File: config.mk
export PLATFORM = sky130hd
export DESIGN_NAME = pwm_bank
export DESIGN_NICKNAME = d
export VERILOG_FILES = /design/src/rtl/pwm_pkg.sv /design/src/rtl/pwm_prescaler.sv /design/src/rtl/pwm_bank.sv
export SDC_FILE = /design/constraint.sdc
export NUM_CORES = 1
export LEC_CHECK = 0
export ABC_AREA = 1
export BUFFER_PORTS_ARGS = -buffer_cell sky130_fd_sc_hd__buf_2
export CAP_MARGIN = 20
export CORE_UTILIZATION = 35
export CTS_BUF_LIST = sky130_fd_sc_hd__clkbuf_16
export DETAILED_ROUTE_END_ITERATION = 7
export MAX_ROUTING_LAYER = met4
export PLACE_DENSITY = 0.56
export RECOVER_POWER = 25
export SYNTH_ARGS = -nofsm -noshare
export SYNTH_HDL_FRONTEND = slang
export SYNTH_SLANG_ARGS = --single-unit
File: constraint.sdc
create_clock -name clk -period 3.7 [get_ports clk]
set_input_delay 0.185 -clock clk [delete_from_list [all_inputs] [get_ports clk]]
set_output_delay 0.185 -clock clk [all_outputs]
set_load 0.005 [all_outputs]
File: src/rtl/pwm_pkg.sv
// pwm_pkg: types and default sizes shared by the PWM bank and other
// timer blocks.
//   pwm_mode_e      - counting mode (edge-aligned up-count, center-aligned up/down)
//   PWM_*_DEF       - default channel count, resolution and prescaler width
package pwm_pkg;

    typedef enum logic {
        PWM_EDGE   = 1'b0,
        PWM_CENTER = 1'b1
    } pwm_mode_e;

    localparam int PWM_NCH_DEF  = 4;
    localparam int PWM_R_DEF    = 10;
    localparam int PWM_PS_W_DEF = 16;

endpackage

File: src/rtl/pwm_prescaler.sv
// pwm_prescaler: free-running tick divider, reusable by other timer blocks.
//   clk, rst  - clock, asynchronous active-high reset
//   en        - low holds the counter at 0 and suppresses steps
//   prescale  - one step every prescale+1 cycles
//   step      - combinational, high in the cycle where ps == prescale
module pwm_prescaler
    import pwm_pkg::*;
#(
    parameter int PS_W = PWM_PS_W_DEF
) (
    input  logic            clk,
    input  logic            rst,
    input  logic            en,
    input  logic [PS_W-1:0] prescale,
    output logic            step
);

    logic [PS_W-1:0] ps_q;
    logic [PS_W-1:0] ps_d;

    // NOTE: every signal written here gets a default first, so no path through
    // the block leaves a value unassigned and no latch is inferred.
    always_comb begin
        ps_d = '0;
        step = 1'b0;
        if (en) begin
            if (ps_q == prescale) begin
                step = 1'b1;
            end else if (ps_q < prescale) begin
                ps_d = ps_q + PS_W'(1);
            end
            // ps_q above a freshly lowered prescale falls to 0 without a step.
        end
    end

    // NOTE: state is updated with non-blocking assignments so every flop
    // samples its _d value from before the edge, independent of statement order.
    always_ff @(posedge clk or posedge rst) begin
        if (rst) begin
            ps_q <= '0;
        end else begin
            ps_q <= ps_d;
        end
    end

endmodule

File: src/rtl/pwm_bank.sv
// pwm_bank: NCH-channel PWM generator sharing one period counter.
//   clk, rst     - clock, asynchronous active-high reset
//   en           - global enable; low clears counting, outputs = pol
//   prescale     - counter advances once every prescale+1 cycles
//   center       - 0 edge-aligned, 1 center-aligned (applied at a boundary)
//   top_din/top_wr            - period top shadow write
//   duty_wr/duty_ch/duty_din  - per-channel duty shadow write
//   pol          - per-channel output inversion
//   pwm_out      - registered channel outputs
//   period_tick  - one-cycle pulse after each period boundary
module pwm_bank
    import pwm_pkg::*;
#(
    parameter  int NCH   = PWM_NCH_DEF,
    parameter  int PWM_R = PWM_R_DEF,
    parameter  int PS_W  = PWM_PS_W_DEF,
    localparam int CH_W  = (NCH > 1) ? $clog2(NCH) : 1
) (
    input  logic             clk,
    input  logic             rst,
    input  logic             en,
    input  logic [PS_W-1:0]  prescale,
    input  logic             center,
    input  logic [PWM_R-1:0] top_din,
    input  logic             top_wr,
    input  logic             duty_wr,
    input  logic [CH_W-1:0]  duty_ch,
    input  logic [PWM_R-1:0] duty_din,
    input  logic [NCH-1:0]   pol,
    output logic [NCH-1:0]   pwm_out,
    output logic             period_tick
);

    logic [PWM_R-1:0]          top_shd_q,  top_shd_d;
    logic [PWM_R-1:0]          top_act_q,  top_act_d;
    logic [NCH-1:0][PWM_R-1:0] duty_shd_q, duty_shd_d;
    logic [NCH-1:0][PWM_R-1:0] duty_act_q, duty_act_d;
    pwm_mode_e                 mode_shd_q, mode_shd_d;
    pwm_mode_e                 mode_act_q, mode_act_d;
    logic [PWM_R-1:0]          cnt_q,      cnt_d;
    logic                      dir_down_q, dir_down_d;
    logic                      tick_q,     tick_d;
    logic [NCH-1:0]            out_q,      out_d;

    logic step;
    logic boundary;
    logic load;

    pwm_prescaler #(
        .PS_W (PS_W)
    ) u_prescaler (
        .clk      (clk),
        .rst      (rst),
        .en       (en),
        .prescale (prescale),
        .step     (step)
    );

    // Period counter. A boundary is any step on which cnt lands on 0.
    always_comb begin
        cnt_d      = cnt_q;
        dir_down_d = dir_down_q;
        boundary   = 1'b0;
        if (!en) begin
            cnt_d      = '0;
            dir_down_d = 1'b0;
        end else if (step) begin
            if (mode_act_q == PWM_EDGE) begin
                dir_down_d = 1'b0;
                if (cnt_q >= top_act_q) begin
                    cnt_d    = '0;
                    boundary = 1'b1;
                end else begin
                    cnt_d = cnt_q + PWM_R'(1);
                end
            end else if (top_act_q == '0) begin
                // Degenerate center period: cnt parks at 0, every step wraps.
                cnt_d      = '0;
                dir_down_d = 1'b0;
                boundary   = 1'b1;
            end else if (dir_down_q ? (cnt_q != '0) : (cnt_q >= top_act_q)) begin
                cnt_d = cnt_q - PWM_R'(1);
                if (cnt_q == PWM_R'(1)) begin
                    boundary   = 1'b1;
                    dir_down_d = 1'b0;
                end else begin
                    dir_down_d = 1'b1;
                end
            end else begin
                cnt_d      = cnt_q + PWM_R'(1);
                dir_down_d = 1'b0;
            end
        end
    end

    // Shadow/active registers. Active values load from the pre-write shadow,
    // so a write landing on a boundary shows up one period later. While
    // disabled the shadows are mirrored into the active set every cycle.
    assign load = !en || boundary;

    always_comb begin
        top_shd_d  = top_wr ? top_din : top_shd_q;
        duty_shd_d = duty_shd_q;
        if (duty_wr && (int'(duty_ch) < NCH)) begin
            duty_shd_d[duty_ch] = duty_din;
        end
        mode_shd_d = center ? PWM_CENTER : PWM_EDGE;

        top_act_d  = load ? top_shd_q  : top_act_q;
        duty_act_d = load ? duty_shd_q : duty_act_q;
        mode_act_d = load ? mode_shd_q : mode_act_q;
        tick_d     = boundary;
    end

    // Compare stage: outputs are registered, one cycle behind cnt.
    always_comb begin
        out_d = pol;
        if (en) begin
            for (int i = 0; i < NCH; i++) begin
                out_d[i] = (cnt_q < duty_act_q[i]) ^ pol[i];
            end
        end
    end

    // NOTE: the duty arrays are reset like plain registers because the active
    // values must read 0 straight out of reset; a real RAM would not be.
    always_ff @(posedge clk or posedge rst) begin
        if (rst) begin
            top_shd_q  <= '0;
            top_act_q  <= '0;
            duty_shd_q <= '0;
            duty_act_q <= '0;
            mode_shd_q <= PWM_EDGE;
            mode_act_q <= PWM_EDGE;
            cnt_q      <= '0;
            dir_down_q <= 1'b0;
            tick_q     <= 1'b0;
            out_q      <= '0;
        end else begin
            top_shd_q  <= top_shd_d;
            top_act_q  <= top_act_d;
            duty_shd_q <= duty_shd_d;
            duty_act_q <= duty_act_d;
            mode_shd_q <= mode_shd_d;
            mode_act_q <= mode_act_d;
            cnt_q      <= cnt_d;
            dir_down_q <= dir_down_d;
            tick_q     <= tick_d;
            out_q      <= out_d;
        end
    end

    assign pwm_out     = out_q;
    assign period_tick = tick_q;

endmodule

==> impl_metrics.yaml, run 1 <==
global_route:
  gr-total-overflow: 0
  grt_pass1_vias: 5955
  grt_pass1_wl_um: 29700
  grt_max_degree: 110
  grt_usage_pct: 17.9
  antenna_found_initial: 0
detailed_routing:
  post_drt_wl_per_cell_um: 13.8
  wl_um: 17200
  viasPerCell: 4.70
  dr.pass1.iters: 4
  ant_nets: 0
  drcViolationCount: 0
  first_iter_violations: 288
  vias: 5869
sta:
  setup-tns-final_ns: 0
  setup_violations: 0
  max_freq_ghz: 0.391
  period_minus_slack_ns: 2.56
  skew_ns: 0.00655
  slew_headroom_pct: 18.9
  finalHoldViolCount: 0
  postLayoutSetupSlackWorst_ns: 1.14
  finalCritPeriodShare_pct: 69.1
  rsz0062_at_grt: "no"
  report.final.slew_viol_count: 0
  worst_pin_slew_ns: 1.21
  fin_hold_ws_ns: 0.0134
worst_setup_path:
  cp-start-kind: "register"
  end_kind: "register"
  arrival_ns: 2.90
  worstPathMaxFanout: 52
  crit_type: "reg -> reg"
  crit_required_ns: 4.05
  reg2regPathDepth: 11
final_layout:
  drive_gt1_share_pct: 11.5
  nets: 1082
  final_cells: 1249
  n_antenna_cell: 0
  fill_cells: 2125
  area_growth_pct: 16.1
  multiInputGateArea_um2: 3490
  seq_area_um2: 3350
  fin_util_pct: 42.0
synth:
  syn_area_per_cell_um2: 8.21
  netlist_top_cells_count: "nand2_1, dfrtp_1, inv_1"
  synth-edff-count: 0
  synth_seq_cells: 134
  yosysSeqAreaShare_pct: 45.1
  syn-num-nets: 1020
  yosysWarnings: 0
  synth_ff_type: "dfrtp_1"
  synthCells: 906
  synthDominantCellAreaShare_pct: 45.1
  ys_async_sr_fraction_pct: 100
  synth_top_area_cell: "dfrtp_1"
  synth_most_common_cell: "nand2_1"
  syn_area_um2: 7440
  synth_area_leaders: "dfrtp_1, nand2_1, ha_1, inv_1, nand3_1"
  synth.distinct_cells: 30
clocking:
  ctsResizeCount: 0
  clockBufferDepth: 2
  clkSlewWorstSetupHoldPaths_ns: 0.06
  cts_buffers: 17
  cts_hold_buf: 13
  cts_tree: "built"
  clock_latency_ns: 0.42
  post_cts_buffers: 0
  cts.sinks: 134
  cts.htree.levels: 4
  cts-root-buf: "clkbuf_16"
placed_design:
  gp_congestion: 0.836
  numPortBuffers: 52
  placed_cells_incl_taps: 1205
  hpwlAfterDp_um: 12100
  place_ws_ns: 1.16
outcome:
  status: "complete, no violations"
worst_hold_path:
  holdPathStages: 3
  hp-class: "in -> reg"
run:
  max-cap-violations: 0
die:
  row_count: 52
  io_pins: 53
  start_util_pct: 36.2
  die_w_um: 148
  die_h_um: 148
  fp.dieArea_um2: 21800
  core_area_um2: 20600
pwr:
  leakage_nw: 4.59
  vdd_drop_max_mv: 0.328
  powerDensity_nw_per_um2: 450
-- report_power, final --
group	switching, mW	total (mW)	internal, mW
clock network	0.615	1.65	1.04
logic	0.292	0.486	0.193
registers	0.107	1.75	1.64
-- critical path: stages (launching register included) --
cell and delay, ns:
dfrtp_1 0.65, ha_1 0.34, nand2_1 0.09, inv_1 0.04
nand2_1 0.05, nand2_1 0.05, nand2_1 0.07, nand4_1 0.24
nand3_4 0.18, buf_4 0.48, nand3_1 0.14, nand2_1 0.11
-- sequential cells by signal, summed over array words and instances (netlist names) --
name,flops
duty_act_q,40
duty_shd_q,40
u_prescaler.ps_q,16
cnt_q,10
top_act_q,10
top_shd_q,10
pwm_out,4
dir_down_q,1
mode_act_q,1
mode_shd_q,1
period_tick,1
-- per-layer routing --
metal | share of wire [%] | global-route usage, %
met1 | 50 | 23.1
met2 | 46 | 28.6
met3 | 2.5 | 3.27
met5 | 0 | -
met4 | 1.6 | 5.36
-- worst paths after layout --
path | from | slack (ns) | endpoint
setup / recovery | cnt_q[5]$_DFFE_PP0P_ | 1.14 | duty_act_q[37]$_DFFE_PP0P_
hold / removal | pol[2] | 0.01 | pwm_out[2]$_DFF_PP0_
setup reg to reg | cnt_q[5]$_DFFE_PP0P_ | 1.14 | duty_act_q[37]$_DFFE_PP0P_
hold reg to reg | mode_shd_q$_DFF_PP0_ | 0.46 | mode_act_q$_DFFE_PP0P_
max in group asynchronous | rst | 2.04 | top_act_q[4]$_DFFE_PP0P_
min in group asynchronous | rst | 0.56 | duty_shd_q[37]$_DFFE_PP0P_
-- layout make-up --
type | count | area share, %
inverter | 113 | 4.93
sequential | 134 | 38.8
multi-input combinational | 630 | 40.5
clock buffer | 17 | 4.93
timing repair buffer | 72 | 5.27
tap | 270 | 3.91
clock inverter | 13 | 1.67
-- cells by family after synthesis --
kind of cell / after synthesis / share of synthesized area (%)
and+or+nand+nor: 434 / 24.3
buffers and inverters: 142 / 7.95
DFF: 134 / 45.1
AOI/OAI and AO/OA: 93 / 6.88
adders and majority gates: 66 / 11.1
xor gates and xnor gates: 27 / 3.18
muxes: 10 / 1.51
-- stage by stage --
stage	total power, mW	cell area, um^2
global placement	2.24	7930
global route	4.09	8640
detailed placement	2.25	7930
finish	3.88	8640
floorplan	2.09	7440
CTS	3.93	8630
-- cell usage in the layout (no fill, tap or decap), drive strengths merged, types with 5 or more instances in the layout --
master / instances
buf: 56
nor2: 62
a21oi: 23
xor2: 24
dlygate4sd3: 14
clkbuf: 19
inv: 115
ha: 66
nand2: 278
dfrtp: 134
o21ai: 52
nand4: 9
a211oi: 5
o211ai: 5
nand3: 75
mux2: 10
nor3: 9
Power figures use the tool's default switching activity.
==> run 2: changes to the inputs <==
PLACE_DENSITY = 0.54   (was 0.56)
clock period = 2.5 ns   (was 3.7 ns; I/O delays follow)
==> run 2 against run 1 <==
The run now ends with max-capacitance violations, max-slew violations left. Flip-flop and latch count unchanged. Combinational power rose by 49%. Count of clock-buffer cells in the layout did not move. Critical endpoint is now duty_act_q[5]$_DFFE_PP0P_. Largest cell class unchanged. Highest routed layer unchanged.
==> impl_metrics.yaml, run 2 (synthesized netlist as in run 1, its figures left out) <==
final_layout:
  layout_commonest_cell: "nand2_1"
  fin_util_pct: 42.6
  final_cell_mix: "nand2_1, dfrtp_1, inv_1"
  fill_cells: 2170
  area_growth_pct: 17.8
  n_antenna_cell: 0
  drive_gt1_share_pct: 13.0
  nets: 1098
  largestRegisters: "duty_act_q: 40 flops, duty_shd_q: 40 flops, u_prescaler.ps_q: 16 flops"
  final_cells: 1267
die:
  core_area_um2: 20600
  io_pins: 53
  row_count: 52
  start_util_pct: 36.2
  die_h_um: 148
  fp.dieArea_um2: 21800
  die_w_um: 148
global_route:
  busiest_layer: "met2"
  gr-total-overflow: 0
  grt_pass1_vias: 5868
  antenna_found_initial: 0
  met1_usage_pct: 23.5
  use_met2_pct: 27.5
  grt_usage_pct: 17.6
  grt_max_degree: 135
  grt_pass1_wl_um: 29400
  grt_use_met3_pct: 3.58
placed_design:
  placed_cells_incl_taps: 1220
  numPortBuffers: 52
  hpwlAfterDp_um: 12000
  gp_congestion: 0.844
  place_ws_ns: 0.222
sta:
  period_minus_slack_ns: 2.18
  worst_pin_slew_ns: 1.74
  skew_ns: 0.0125
  finalHoldViolCount: 0
  rsz0062_at_grt: "no"
  postLayoutSetupSlackWorst_ns: 0.318
  setup_violations: 0
  max_freq_ghz: 0.458
  setup-tns-final_ns: 0
  finalCritPeriodShare_pct: 87.3
  slew_headroom_pct: -16.3
  report.final.slew_viol_count: 135
clocking:
  clkSlewWorstSetupHoldPaths_ns: 0.06
  clockBufferDepth: 2
  cts.sinks: 134
  cts_tree: "built"
  clock_latency_ns: 0.42
  cts_buffers: 17
  cts.htree.levels: 4
  cts-root-buf: "clkbuf_16"
run:
  max-cap-violations: 1
detailed_routing:
  viasPerCell: 4.67
  post_drt_wl_per_cell_um: 13.5
  vias: 5911
  drcViolationCount: 0
  ant_nets: 0
  dr.pass1.iters: 4
  first_iter_violations: 235
  wl_um: 17100
pwr:
  leakage_nw: 4.66
  combPwrFrac_pct: 12.5
  pwr-share-seq_pct: 44.8
  clock_power_share_pct: 42.8
  powerDensity_nw_per_um2: 659
  switchingPower_mw: 1.59
  switching_share_pct: 27.5
  vdd_drop_max_mv: 0.565
  intPower_mw: 4.19
  power_mw: 5.78
worst_setup_path:
  crit_required_ns: 2.86
  cp-start-kind: "register"
  worstPathMaxFanout: 23
  end_kind: "register"
  reg2regPathDepth: 12
  arrival_ns: 2.54
  reg2reg_slack_ns: 0.32
  crit_type: "reg -> reg"
worst_hold_path:
  hp-class: "in -> reg"
  holdPathStages: 3
outcome:
  violations: "max-capacitance violations, max-slew violations"
  status: "finished, violations left"
[run 2: what timing repair did]
action / in CTS / in global routing
setup buffers: 0 / 0
hold buffers: 15 / 0
gates resized for setup: 0 / 1
endpoints found under the setup margin: 0 / 1
endpoints found under the hold margin: 147 / 0
[run 2: through the flow]
step	hold WS [ns]	cell area, um^2
after floorplan	0.156	7440
after detailed placement	0.246	8060
after global placement	0.242	8060
after global routing	0.0247	8770
after CTS	0.0122	8780
final	0.0170	8770
[run 2: per-layer routing]
metal / vias to the layer above / wire length, um
li1: 3061 / -
met1: 2767 / 8610
met5: - / 0
met3: 13 / 458
met2: 70 / 7930
met4: 0 / 148
[run 2: critical path, cell delays in order, from the launching register on]
cell and delay (ns):
dfrtp_1 0.40, ha_1 0.30, nand2_1 0.07, nor2_1 0.15, nand3_1 0.14, nor2_2 0.19, nand2_1 0.10, nor2_2 0.14
nand3_4 0.12, nand2_4 0.09, buf_4 0.27, nand2_1 0.10, nand2_1 0.06
[run 2: power groups by stage]
stage                     Clock, mW  Combinational (mW)  Sequential [mW]
after floorplan                   0               0.531             2.57
after global placement            0               0.702             2.62
after detailed placement          0               0.716             2.62
after CTS                      2.52               0.742             2.59
after global routing           2.62               0.859             2.62
final                          2.47               0.722             2.59
[run 2: final timing paths]
check,from,to
setup / recovery,u_prescaler.ps_q[15]$_DFF_PP0_,duty_act_q[5]$_DFFE_PP0P_
min in group asynchronous,rst,duty_shd_q[25]$_DFFE_PP0P_
hold / removal,pol[2],pwm_out[2]$_DFF_PP0_
hold reg to reg,mode_shd_q$_DFF_PP0_,mode_act_q$_DFFE_PP0P_
setup reg to reg,u_prescaler.ps_q[15]$_DFF_PP0_,duty_act_q[5]$_DFFE_PP0P_
max in group asynchronous,rst,top_act_q[0]$_DFFE_PP0P_
[run 2: cell type report]
type / instances / area, um^2 / area share, %
clock inverters: 15 / 153 / 1.74
repair buffers: 88 / 573 / 6.54
inverters: 113 / 428 / 4.88
clock buffers: 17 / 425 / 4.85
well taps: 270 / 338 / 3.85
flip-flops and latches: 134 / 3350 / 38.2
multi-input cells: 630 / 3500 / 39.9
==> run 3: changes to the inputs <==
ABC_AREA = default   (was 1)
==> run 3 against run 2 <==
The run now ends clean. Critical endpoint is now duty_act_q[34]$_DFFE_PP0P_. Flip-flop and latch count stayed put. Synthesized cell count is 29% lower. Routed wire length grew 2.1%. Largest cell class unchanged.
==> impl_metrics.yaml, run 3 <==
outcome:
  status: "complete, no violations"
sta:
  slew_headroom_pct: 21.6
  finalHoldViolCount: 0
  setup_violations: 0
  worst_pin_slew_ns: 1.18
  report.final.slew_viol_count: 0
  finalCritPeriodShare_pct: 99.9
  skew_ns: 0.0212
  setup-tns-final_ns: 0
  fin_hold_ws_ns: 0.0159
  max_freq_ghz: 0.400
  rsz0062_at_grt: "yes"
  period_minus_slack_ns: 2.50
  postLayoutSetupSlackWorst_ns: 0.00224
detailed_routing:
  vias: 5333
  first_iter_violations: 168
  wl_um: 17500
  dr.pass1.iters: 4
  viasPerCell: 5.04
  ant_nets: 0
  drcViolationCount: 0
  post_drt_wl_per_cell_um: 16.5
synth:
  synth-edff-count: 0
  synth_area_leaders: "dfrtp_1, mux2_2, ha_1, inv_1, nand3_1"
  syn-num-nets: 758
  yosysSeqAreaShare_pct: 46.4
  synth_ff_type: "dfrtp_1"
  yosysWarnings: 0
  syn_area_per_cell_um2: 11.2
  netlist_top_cells_count: "dfrtp_1, mux2_2, inv_1"
  syn_area_um2: 7230
  synthCells: 644
  synth_seq_cells: 134
  synth_top_area_cell: "dfrtp_1"
  ys_async_sr_fraction_pct: 100
  synth.distinct_cells: 51
  synthDominantCellAreaShare_pct: 46.4
  synth_most_common_cell: "dfrtp_1"
final_layout:
  drive_gt1_share_pct: 33.2
  fin_util_pct: 45.9
  n_antenna_cell: 0
  area_growth_pct: 28.4
  final_cell_mix: "dfrtp_1, inv_1, ha_1"
  design_area_um2: 9290
  nets: 890
  final_cells: 1059
  largestRegisters: "duty_act_q: 40 flops, duty_shd_q: 40 flops, u_prescaler.ps_q: 16 flops"
  layout_commonest_cell: "dfrtp_1"
pwr:
  pwr-share-seq_pct: 44.7
  power_mw: 6.04
  clock_power_share_pct: 37.8
  combPwrFrac_pct: 17.5
  switchingPower_mw: 1.58
  powerDensity_nw_per_um2: 651
  leakage_nw: 4.55
  switching_share_pct: 26.1
  intPower_mw: 4.46
  vdd_drop_max_mv: 0.495
global_route:
  antenna_found_initial: 0
  gr-total-overflow: 0
  grt_usage_pct: 17.3
  grt_max_degree: 82
  grt_pass1_wl_um: 28200
  grt_pass1_vias: 5619
placed_design:
  hpwlAfterDp_um: 11600
  gp_congestion: 0.853
  numPortBuffers: 52
  placed_cells_incl_taps: 985
  dpl-instance-area_um2: 8050
  place_ws_ns: -0.0782
worst_setup_path:
  cp-start-kind: "register"
  arrival_ns: 2.79
  worstPathMaxFanout: 5
  cp-startpoint: "cnt_q[0]$_DFFE_PP0P_"
  rr_startpoint: "cnt_q[0]$_DFFE_PP0P_"
  crit_type: "reg -> reg"
  crit_required_ns: 2.79
  reg2reg_slack_ns: 0.002
  end_kind: "register"
die:
  core_area_um2: 20200
  row_count: 52
  die_h_um: 146
  die_w_um: 146
  fp.dieArea_um2: 21200
  start_util_pct: 35.8
  io_pins: 53
clocking:
  cts-root-buf: "clkbuf_16"
  clock_latency_ns: 0.43
  cts.sinks: 134
  clkSlewWorstSetupHoldPaths_ns: 0.06
  cts_buffers: 17
  clockBufferDepth: 2
  cts_tree: "built"
  cts.htree.levels: 4
run:
  max-cap-violations: 0
worst_hold_path:
  hp-class: "in -> reg"
  hold_start: "duty_din[4]"
run 3: changes by cell type in the layout (fill, tap and decap cells not counted), moves of 7 or more:
cell      before  now
mux2_2        10   62
a21o_1         1   13
buf_4         20   45
mux2_4         0   41
nor2_1        57   33
xor2_1        24    9
inv_1        103   71
nand2b_1       0    7
inv_2          9    1
o21ai_0       51   13
nand2_1      274   20
nand3_1       74   28
run 3: final cells by class:
cell class | count | area, um^2
fill | 1821 | 10900
timing repair buffer | 130 | 1040
clock inverter | 15 | 118
tap | 270 | 338
inverter | 71 | 268
sequential | 134 | 3350
clock buffer | 17 | 425
multi-input combinational | 422 | 3750
run 3: final timing paths:
path	to	cells past startpoint
worst max register to register	duty_act_q[34]$_DFFE_PP0P_	11
min in group asynchronous	duty_act_q[13]$_DFFE_PP0P_	3
worst min-delay path	duty_shd_q[24]$_DFFE_PP0P_	2
worst max-delay path	duty_act_q[34]$_DFFE_PP0P_	11
max in group asynchronous	duty_act_q[30]$_DFFE_PP0P_	4
worst min register to register	mode_act_q$_DFFE_PP0P_	1
run 3: cell families after synthesis:
family	share of synthesized area [%]
flops	46.4
buf+inv	5.10
mux	16.0
simple gates	9.44
fa+ha+maj	11.4
xor+xnor	1.94
compound gates	9.72
run 3: power groups by stage:
stage / Sequential [mW] / Clock, mW / Combinational, mW
after floorplan: 2.66 / 0 / 0.660
after global placement: 2.71 / 0 / 0.835
after detailed placement: 2.72 / 0 / 0.876
after CTS: 2.69 / 2.33 / 0.928
after global routing: 2.75 / 2.44 / 1.19
final: 2.70 / 2.28 / 1.06
run 3: repair_timing:
action / 4_1_cts / 5_1_grt
pin swaps: 5 / 10
hold buffers: 21 / 0
setup endpoints to repair: 43 / 60
gates cloned: 1 / 6
setup buffers: 13 / 3
endpoints found under the hold margin: 95 / 0
gates resized for setup: 5 / 58
run 3: worst max-delay path: stages, from the launching register on:
cell and delay (ns):
dfrtp_1 0.34, inv_1 0.08, ha_1 0.27, nand2b_1 0.09
a21oi_1 0.08, o21ai_2 0.20, a211oi_2 0.11, or2_4 0.27
o31ai_4 0.24, buf_6 0.20, clkbuf_16 0.17, mux2_4 0.30
run 3: per-layer routing:
metal | part of all wire [%] | vias to the layer above | track usage (%)
li1 | - | 2560 | -
met1 | 48 | 2666 | 21.4
met2 | 48 | 91 | 28.2
met3 | 2.7 | 16 | 3.35
met4 | 1.6 | 0 | 5.68
met5 | 0 | - | -
